File: src/rtl/dram_arb_pkg.sv
// Shared types for the two-port DRAM arbiter: FSM states and port indices.
package dram_arb_pkg;

   typedef enum logic [1:0] {
      IDLE  = 2'd0,
      OWN0  = 2'd1,
      OWN1  = 2'd2,
      LOCK1 = 2'd3
   } arb_state_t;

   localparam logic PORT0 = 1'b0;
   localparam logic PORT1 = 1'b1;

endpackage

File: src/rtl/dram_arbiter.sv
// Two-port DRAM arbiter (CPU port 0, debug/loader port 1) with lock and starvation bound.
// Define DRAM_ARB_RR_EN for round-robin tie-break; default is fixed p0 priority.
module dram_arbiter
   import dram_arb_pkg::*;
#(
   parameter int ADDR_W     = 16,
   parameter int STARVE_MAX = 8,
   parameter int LOCK_MAX   = 16
) (
   input  logic              clk,
   input  logic              rst,
   input  logic              p0_req,
   input  logic [3:0]        p0_we,
   input  logic [ADDR_W-1:0] p0_addr,
   input  logic [31:0]       p0_wdata,
   output logic              p0_gnt,
   output logic              p0_rvalid,
   output logic [31:0]       p0_rdata,
   input  logic              p1_req,
   input  logic              p1_lock,
   input  logic [3:0]        p1_we,
   input  logic [ADDR_W-1:0] p1_addr,
   input  logic [31:0]       p1_wdata,
   output logic              p1_gnt,
   output logic              p1_rvalid,
   output logic [31:0]       p1_rdata,
   output logic [3:0]        dram_we,
   output logic [ADDR_W-1:0] dram_addr,
   output logic [31:0]       dram_wdata,
   input  logic [31:0]       dram_rdata,
   output logic              cpu_stall
);

   localparam int WW = $clog2(STARVE_MAX + 1);
   localparam int LW = $clog2(LOCK_MAX + 1);
   localparam logic [WW-1:0] W_MAX  = WW'(STARVE_MAX);
   localparam logic [LW-1:0] L_MAX  = LW'(LOCK_MAX);
   localparam logic [LW-1:0] L_LAST = LW'(LOCK_MAX - 1);

   arb_state_t        r_state;
   logic [WW-1:0]     r_wait0;
   logic [WW-1:0]     r_wait1;
   logic [LW-1:0]     r_lock_cnt;
   logic              r_rv0;
   logic              r_rv1;
   logic [ADDR_W-1:0] r_addr;
   logic [31:0]       r_wdata;
`ifdef DRAM_ARB_RR_EN
   logic              r_rr;
`endif

   logic              w_s0;
   logic              w_s1;
   logic              w_g0;
   logic              w_g1;
   logic              w_lock_exit;
   logic [3:0]        w_we;
   logic [ADDR_W-1:0] w_addr;
   logic [31:0]       w_wdata;

   assign w_s0 = p0_req && (r_wait0 == W_MAX);
   assign w_s1 = p1_req && (r_wait1 == W_MAX);

   // Starvation overrides lock, lock overrides the tie-break.
   always_comb begin
      w_g0 = 1'b0;
      w_g1 = 1'b0;
      if (rst) begin
         w_g0 = 1'b0;
      end else if (w_s0) begin
         w_g0 = 1'b1;
      end else if (w_s1) begin
         w_g1 = 1'b1;
      end else if (r_state == LOCK1 && p1_req) begin
         w_g1 = 1'b1;
      end else if (p0_req && p1_req) begin
`ifdef DRAM_ARB_RR_EN
         if (r_rr == PORT1) w_g1 = 1'b1;
         else               w_g0 = 1'b1;
`else
         w_g0 = 1'b1;
`endif
      end else if (p0_req) begin
         w_g0 = 1'b1;
      end else if (p1_req) begin
         w_g1 = 1'b1;
      end
   end

   always_comb begin
      w_we    = 4'b0000;
      w_addr  = r_addr;
      w_wdata = r_wdata;
      if (w_g0) begin
         w_we    = p0_we;
         w_addr  = p0_addr;
         w_wdata = p0_wdata;
      end else if (w_g1) begin
         w_we    = p1_we;
         w_addr  = p1_addr;
         w_wdata = p1_wdata;
      end
   end

   assign w_lock_exit = !p1_lock || w_s0 || w_s1 ||
                        (w_g1 && r_lock_cnt == L_LAST);

   always_ff @(posedge clk or posedge rst) begin
      if (rst) begin
         r_state    <= IDLE;
         r_wait0    <= '0;
         r_wait1    <= '0;
         r_lock_cnt <= '0;
         r_rv0      <= 1'b0;
         r_rv1      <= 1'b0;
         r_addr     <= '0;
         r_wdata    <= '0;
`ifdef DRAM_ARB_RR_EN
         r_rr       <= PORT0;
`endif
      end else begin
         r_rv0 <= w_g0 && (p0_we == 4'b0000);
         r_rv1 <= w_g1 && (p1_we == 4'b0000);
         if (w_g0 || w_g1) begin
            r_addr  <= w_addr;
            r_wdata <= w_wdata;
         end
         if (!p0_req || w_g0)    r_wait0 <= '0;
         else if (r_wait0 != W_MAX) r_wait0 <= r_wait0 + WW'(1);
         if (!p1_req || w_g1)    r_wait1 <= '0;
         else if (r_wait1 != W_MAX) r_wait1 <= r_wait1 + WW'(1);
`ifdef DRAM_ARB_RR_EN
         if (w_g0)      r_rr <= PORT1;
         else if (w_g1) r_rr <= PORT0;
`endif
         unique case (r_state)
            LOCK1: begin
               if (w_lock_exit) begin
                  r_state    <= IDLE;
                  r_lock_cnt <= '0;
               end else if (w_g1 && r_lock_cnt != L_MAX) begin
                  r_lock_cnt <= r_lock_cnt + LW'(1);
               end
            end
            default: begin
               r_lock_cnt <= '0;
               if (w_g0)
                  r_state <= OWN0;
               else if (w_g1 && r_state == OWN1 && p1_lock)
                  r_state <= LOCK1;
               else if (w_g1)
                  r_state <= OWN1;
               else
                  r_state <= IDLE;
            end
         endcase
      end
   end

   assign p0_gnt     = w_g0;
   assign p1_gnt     = w_g1;
   assign p0_rvalid  = r_rv0;
   assign p1_rvalid  = r_rv1;
   assign p0_rdata   = r_rv0 ? dram_rdata : 32'h0;
   assign p1_rdata   = r_rv1 ? dram_rdata : 32'h0;
   assign dram_we    = w_we;
   assign dram_addr  = w_addr;
   assign dram_wdata = w_wdata;
   assign cpu_stall  = p0_req && !w_g0;

endmodule

File: config.mk
export PLATFORM = sky130hd
export DESIGN_NAME = dram_arbiter
export DESIGN_NICKNAME = d
export VERILOG_FILES = /design/src/rtl/dram_arb_pkg.sv /design/src/rtl/dram_arbiter.sv
export SDC_FILE = /design/constraint.sdc
export NUM_CORES = 1
export LEC_CHECK = 0
export BUFFER_PORTS_ARGS = -buffer_cell sky130_fd_sc_hd__buf_2
export CAP_MARGIN = 20
export CORE_AREA = 3 3 100 102
export CTS_CLUSTER_SIZE = 20
export DETAILED_ROUTE_END_ITERATION = 8
export DIE_AREA = 0 0 103 105
export GPL_TIMING_DRIVEN = 0
export HOLD_SLACK_MARGIN = 0.02
export PLACE_DENSITY_LB_ADDON = 0.1
export SLEW_MARGIN = 20
export SYNTH_ARGS = -nofsm -noshare
export SYNTH_HDL_FRONTEND = slang
export SYNTH_SLANG_ARGS = --single-unit
File: constraint.sdc
create_clock -name clk -period 3.37 [get_ports clk]
set_input_delay 0.337 -clock clk [delete_from_list [all_inputs] [get_ports clk]]
set_output_delay 0.337 -clock clk [all_outputs]
set_load 0.01 [all_outputs]
## After elaboration in Yosys (flattened, before gate mapping)

Index checks and enable logic that the tools add are counted.

- Register bits after elaboration: 65
- Output and inout bits: 121
- Logic and storage cells: 79

- Add/sub/neg operators: 3
- Equality and inequality tests: 10
- Muxes and demuxes: 33
- Reduce and logical (&&, ||, !) cells: 25

Operator list:

| cell | count |
|---|---|
| 32-bit 2-to-1 mux | 4 |
| 16-bit 2-to-1 mux | 2 |
| 4-bit 2-to-1 mux | 6 |
| 5-bit 2-to-1 mux | 3 |
| 1-bit 2-to-1 mux | 13 |
| 1-bit logical AND | 11 |
| 2-bit 2-to-1 mux | 5 |
| 4-bit by 1-bit adder with 4-bit output, second input constant | 2 |
| 4-bit equality test, second input constant | 2 |
| 4-bit zero test | 2 |
| 4-bit != test, second input constant | 2 |
| 1-bit logical OR | 6 |
| 5-bit by 1-bit adder with 5-bit output, second input constant | 1 |
| 5-bit by 4-bit equality test with 1-bit output, second input constant | 1 |
| 5-bit != test, second input constant | 1 |
| 2-bit equality test, second input constant | 2 |
| 1-bit zero test | 4 |
| 2-bit nonzero test | 2 |
| 3-bit by 2-bit != test with 1-bit output, second input constant | 1 |
| 2-bit != test, second input constant | 1 |

## Logic depth before layout (Yosys ltp)

- Depth after elaboration: 12
- Gate-level depth with buffers: 10

## Worst setup path before layout

Ideal clock, no wire load.

- Path type: input-to-output
- Start point: in rst
- End point: out dram_wdata[7]
- Data arrival time: 2.935 ns
- Required time: 3.033 ns
- Setup slack: 0.098 ns
- Cell stages on the path: 6
- Cells stage by stage: inv_1 o21ai_0 clkbuf_1 buf_2 a22oi_1 o21ai_0

- Word-level cells in the longest chain between the ends: 3

Ends and longest elaborated chain:

| what | line | text |
|---|---|---|
| from (decl) | dram_arbiter.sv:11 | `input logic rst,` |
| 1-bit 2-to-1 mux | dram_arbiter.sv:68 | `if (rst) begin` |
| 32-bit 2-to-1 mux | dram_arbiter.sv:98 | `end else if (w_g1) begin` |
| 32-bit 2-to-1 mux * | dram_arbiter.sv:94 | `if (w_g0) begin` |
| to (decl) | dram_arbiter.sv:29 | `output logic [31:0] dram_wdata,` |

Mark *: on every way between the ends. The rest lies on a longest branch, timed or not.

## Final worst setup path

Ends and elaborated chain as after synthesis.

==> flow_metrics.tcl <==
set metrics [dict create \
    status "complete, no violations" \
    synth_area_leaders "dfrtp_1, and2_1, o21ai_0, a22oi_2, inv_1" \
    ys_ff_latch 65 \
    end_kind "output pin" \
    placed_cells 808 \
    die_w_um 103 \
    clock_path_buffers 2 \
    drive_above_1_share 0.441 \
    area_growth_pct 43.6 \
    min_path_cells 3 \
    slew_headroom 0.575 \
    core_area_um2 9200 \
    synth_top_area_frac 0.421 \
    rsz0062_at_grt "false" \
    cts_setup_buffers 0 \
    p_leak_nw 3.09 \
    drv_cap 0 \
    fmax_mhz 325 \
    worstSetupPathType "input pin to output pin" \
    worst_pin_slew_ns 0.628 \
    clkSlewWorstSetupHoldPaths_ns 0.08 \
    yosysUniqueCellTypes 40 \
    postPlaceCellArea_um2 5340 \
    drc 0 \
    seq_area_frac_synth 0.421 \
    drt_first_pass_iters 6 \
    finalNonFillerCells 825 \
    via_per_inst 5.08 \
    portBuffers 261 \
    fin_nets 857 \
    synth_largest_area_cell "dfrtp_1" \
    die_h_um 105 \
    setup_viol_count_final 0 \
    grt_usage 0.239 \
    rows 35 \
    fin_area_um2 5550 \
    cp-start-kind "input pin" \
    cts_tree "yes" \
    ys.flop_type "dfrtp_1" \
    synth_fp_nets 583 \
    peakVddDrop_uv 257 \
    wire_per_inst_um 15.9 \
    grt_pass1_wl_mm 20.2 \
    crit_arrival_ns 2.74 \
    synthArstFlopShare 1.00 \
    grt_pass1_vias 4145 \
    clock_latency_ns 0.34 \
    gp_congestion 0.838 \
    synth_cells 435 \
    start_util 0.420 \
    dieArea_um2 10800 \
    path_max_fanout 44 \
    synthesis.area_um2 3860 \
    vias 4194 \
    clock-root-buffer "clkbuf_8" \
    power_density_nw_per_um2 374 \
    numCtsBuffers 9 \
    r2r_cells 9 \
    finalMaxSlewViolations 0 \
    overflow 0 \
    final.setup_skew_ns 0.00639 \
    dpl_worst_slack_ns 0.598 \
    io_pins 262 \
    cts_max_level 3 \
    drt-initial-drc-count 159 \
    antenna_left 0 \
    min_path_type "input pin to register" \
    hold_viol_final 0 \
    post-route-period-util 0.914 \
    min_period_ns 3.08 \
    hpwl_mm 10.6 \
    finalPower_mw 2.07 \
    worst_slack_ns 0.291 \
    antenna_found_initial 0 \
    synth_warnings 0 \
    antenna_cells 0 \
    synth_edf_count 0 \
    critical_path_required_ns 3.03 \
    wl_mm 13.1 \
    cts_sinks 65 \
    avgSynthCellArea_um2 8.88 \
    grt_start_max_net_pins 45 \
]
[what timing repair did]
item / 4_1_cts / 5_1_grt
endpoints found under the setup margin: 0 / 16
resized for setup: 0 / 4
endpoints found under the hold margin: 23 / 0
hold buffers: 1 / 0
[registers in the layout, indices dropped and copies added (netlist names)]
name / count
r_state: 2
p0_rvalid: 1
r_wait0: 4
r_wdata: 32
r_addr: 16
p1_rvalid: 1
r_lock_cnt: 5
r_wait1: 4
[cell type report]
| class | count | area (µm²) |
|---|---|---|
| timing repair buffer | 263 | 1340 |
| inverter | 61 | 234 |
| tap | 111 | 139 |
| clock inverter | 6 | 67.6 |
| buffer | 28 | 144 |
| multi-input combinational | 281 | 1860 |
| clock buffer | 10 | 128 |
| sequential | 65 | 1630 |
| fill | 864 | 3650 |
[critical path, stage by stage]
cell,delay [ns]
dlygate4sd3_1,0.53
buf_2,0.15
inv_6,0.20
buf_16,0.26
o21ai_1,0.17
clkbuf_2,0.23
buf_2,0.25
a22oi_1,0.23
o21ai_0,0.17
buf_2,0.18
[metal layers]
metal,share of wire,track usage,wire length [µm]
met5,0,0,0
met4,0.021,0.0833,270
met3,0.077,0.0621,1010
met2,0.52,0.423,6840
met1,0.38,0.271,4970
[cell usage in the layout, fill, tap and decap left out, types with 2 or more instances in the layout]
| cell | instances |
|---|---|
| a21oi_1 | 6 |
| a22o_1 | 4 |
| a22oi_1 | 28 |
| a22oi_2 | 20 |
| and2_1 | 65 |
| buf_2 | 267 |
| buf_6 | 4 |
| clkbuf_1 | 17 |
| clkbuf_8 | 9 |
| clkinvlp_4 | 2 |
| dfrtp_1 | 65 |
| ha_1 | 7 |
| inv_1 | 58 |
| inv_2 | 2 |
| inv_6 | 2 |
| mux2i_1 | 2 |
| nand2_1 | 4 |
| nand3_1 | 7 |
| nor2_1 | 8 |
| nor3_1 | 4 |
| o211ai_1 | 2 |
| o21ai_0 | 60 |
| o21ai_1 | 41 |
| or4_1 | 2 |
| xnor2_1 | 2 |
| xor2_1 | 3 |
[through the flow]
stage                     setup TNS, ns   util  hold WS, ns
after floorplan                       0      -        0.463
after global placement          -101.17  0.577        0.479
after detailed placement              0  0.580        0.343
after CTS                             0  0.603        0.238
after global routing                  0  0.603        0.243
final                                 0  0.603        0.250
[power breakdown]
part           switching [mW]  total (mW)  internal (mW)
clock                   0.322       0.667          0.344
combinational           0.281       0.505          0.224
sequential             0.0361       0.901          0.864
[cells by family after synthesis]
logic type                 share of synthesized area
and+or+nand+nor                                0.153
xor gates and xnor gates                      0.0113
adders and majority gates                     0.0227
DFF                                            0.421
muxes                                        0.00518
buffers and inverters                         0.0962
AOI/OAI and AO/OA                              0.290
[synth_stat cells, types with 2 or more instances]
| master | count |
|---|---|
| nand2_1 | 4 |
| buf_2 | 6 |
| mux2i_1 | 2 |
| o211ai_1 | 2 |
| a22o_1 | 4 |
| a22oi_2 | 20 |
| and2_1 | 65 |
| nor2_1 | 8 |
| nor3_1 | 4 |
| dfrtp_1 | 65 |
| a22oi_1 | 28 |
| inv_1 | 59 |
| ha_1 | 7 |
| o21ai_1 | 40 |
| xor2_1 | 3 |
| inv_2 | 2 |
| buf_6 | 4 |
| o21ai_0 | 61 |
| clkbuf_1 | 17 |
| xnor2_1 | 2 |
| or4_1 | 2 |
| a21oi_1 | 6 |
| nand3_1 | 7 |
[path summary, 6_finish.rpt]
kind                         startpoint       endpoint  slack, ns
hold / removal             p1_wdata[19]    r_wdata[19]       0.25
hold reg to reg             r_wdata[26]    r_wdata[26]       0.50
setup / recovery                    rst  dram_wdata[7]       0.29
min in group asynchronous           rst     r_wait0[3]       0.49
setup reg to reg             r_wait1[0]     r_wdata[7]       1.22
max in group asynchronous           rst    r_wdata[31]       2.38
Power figures use the tool's default switching activity.
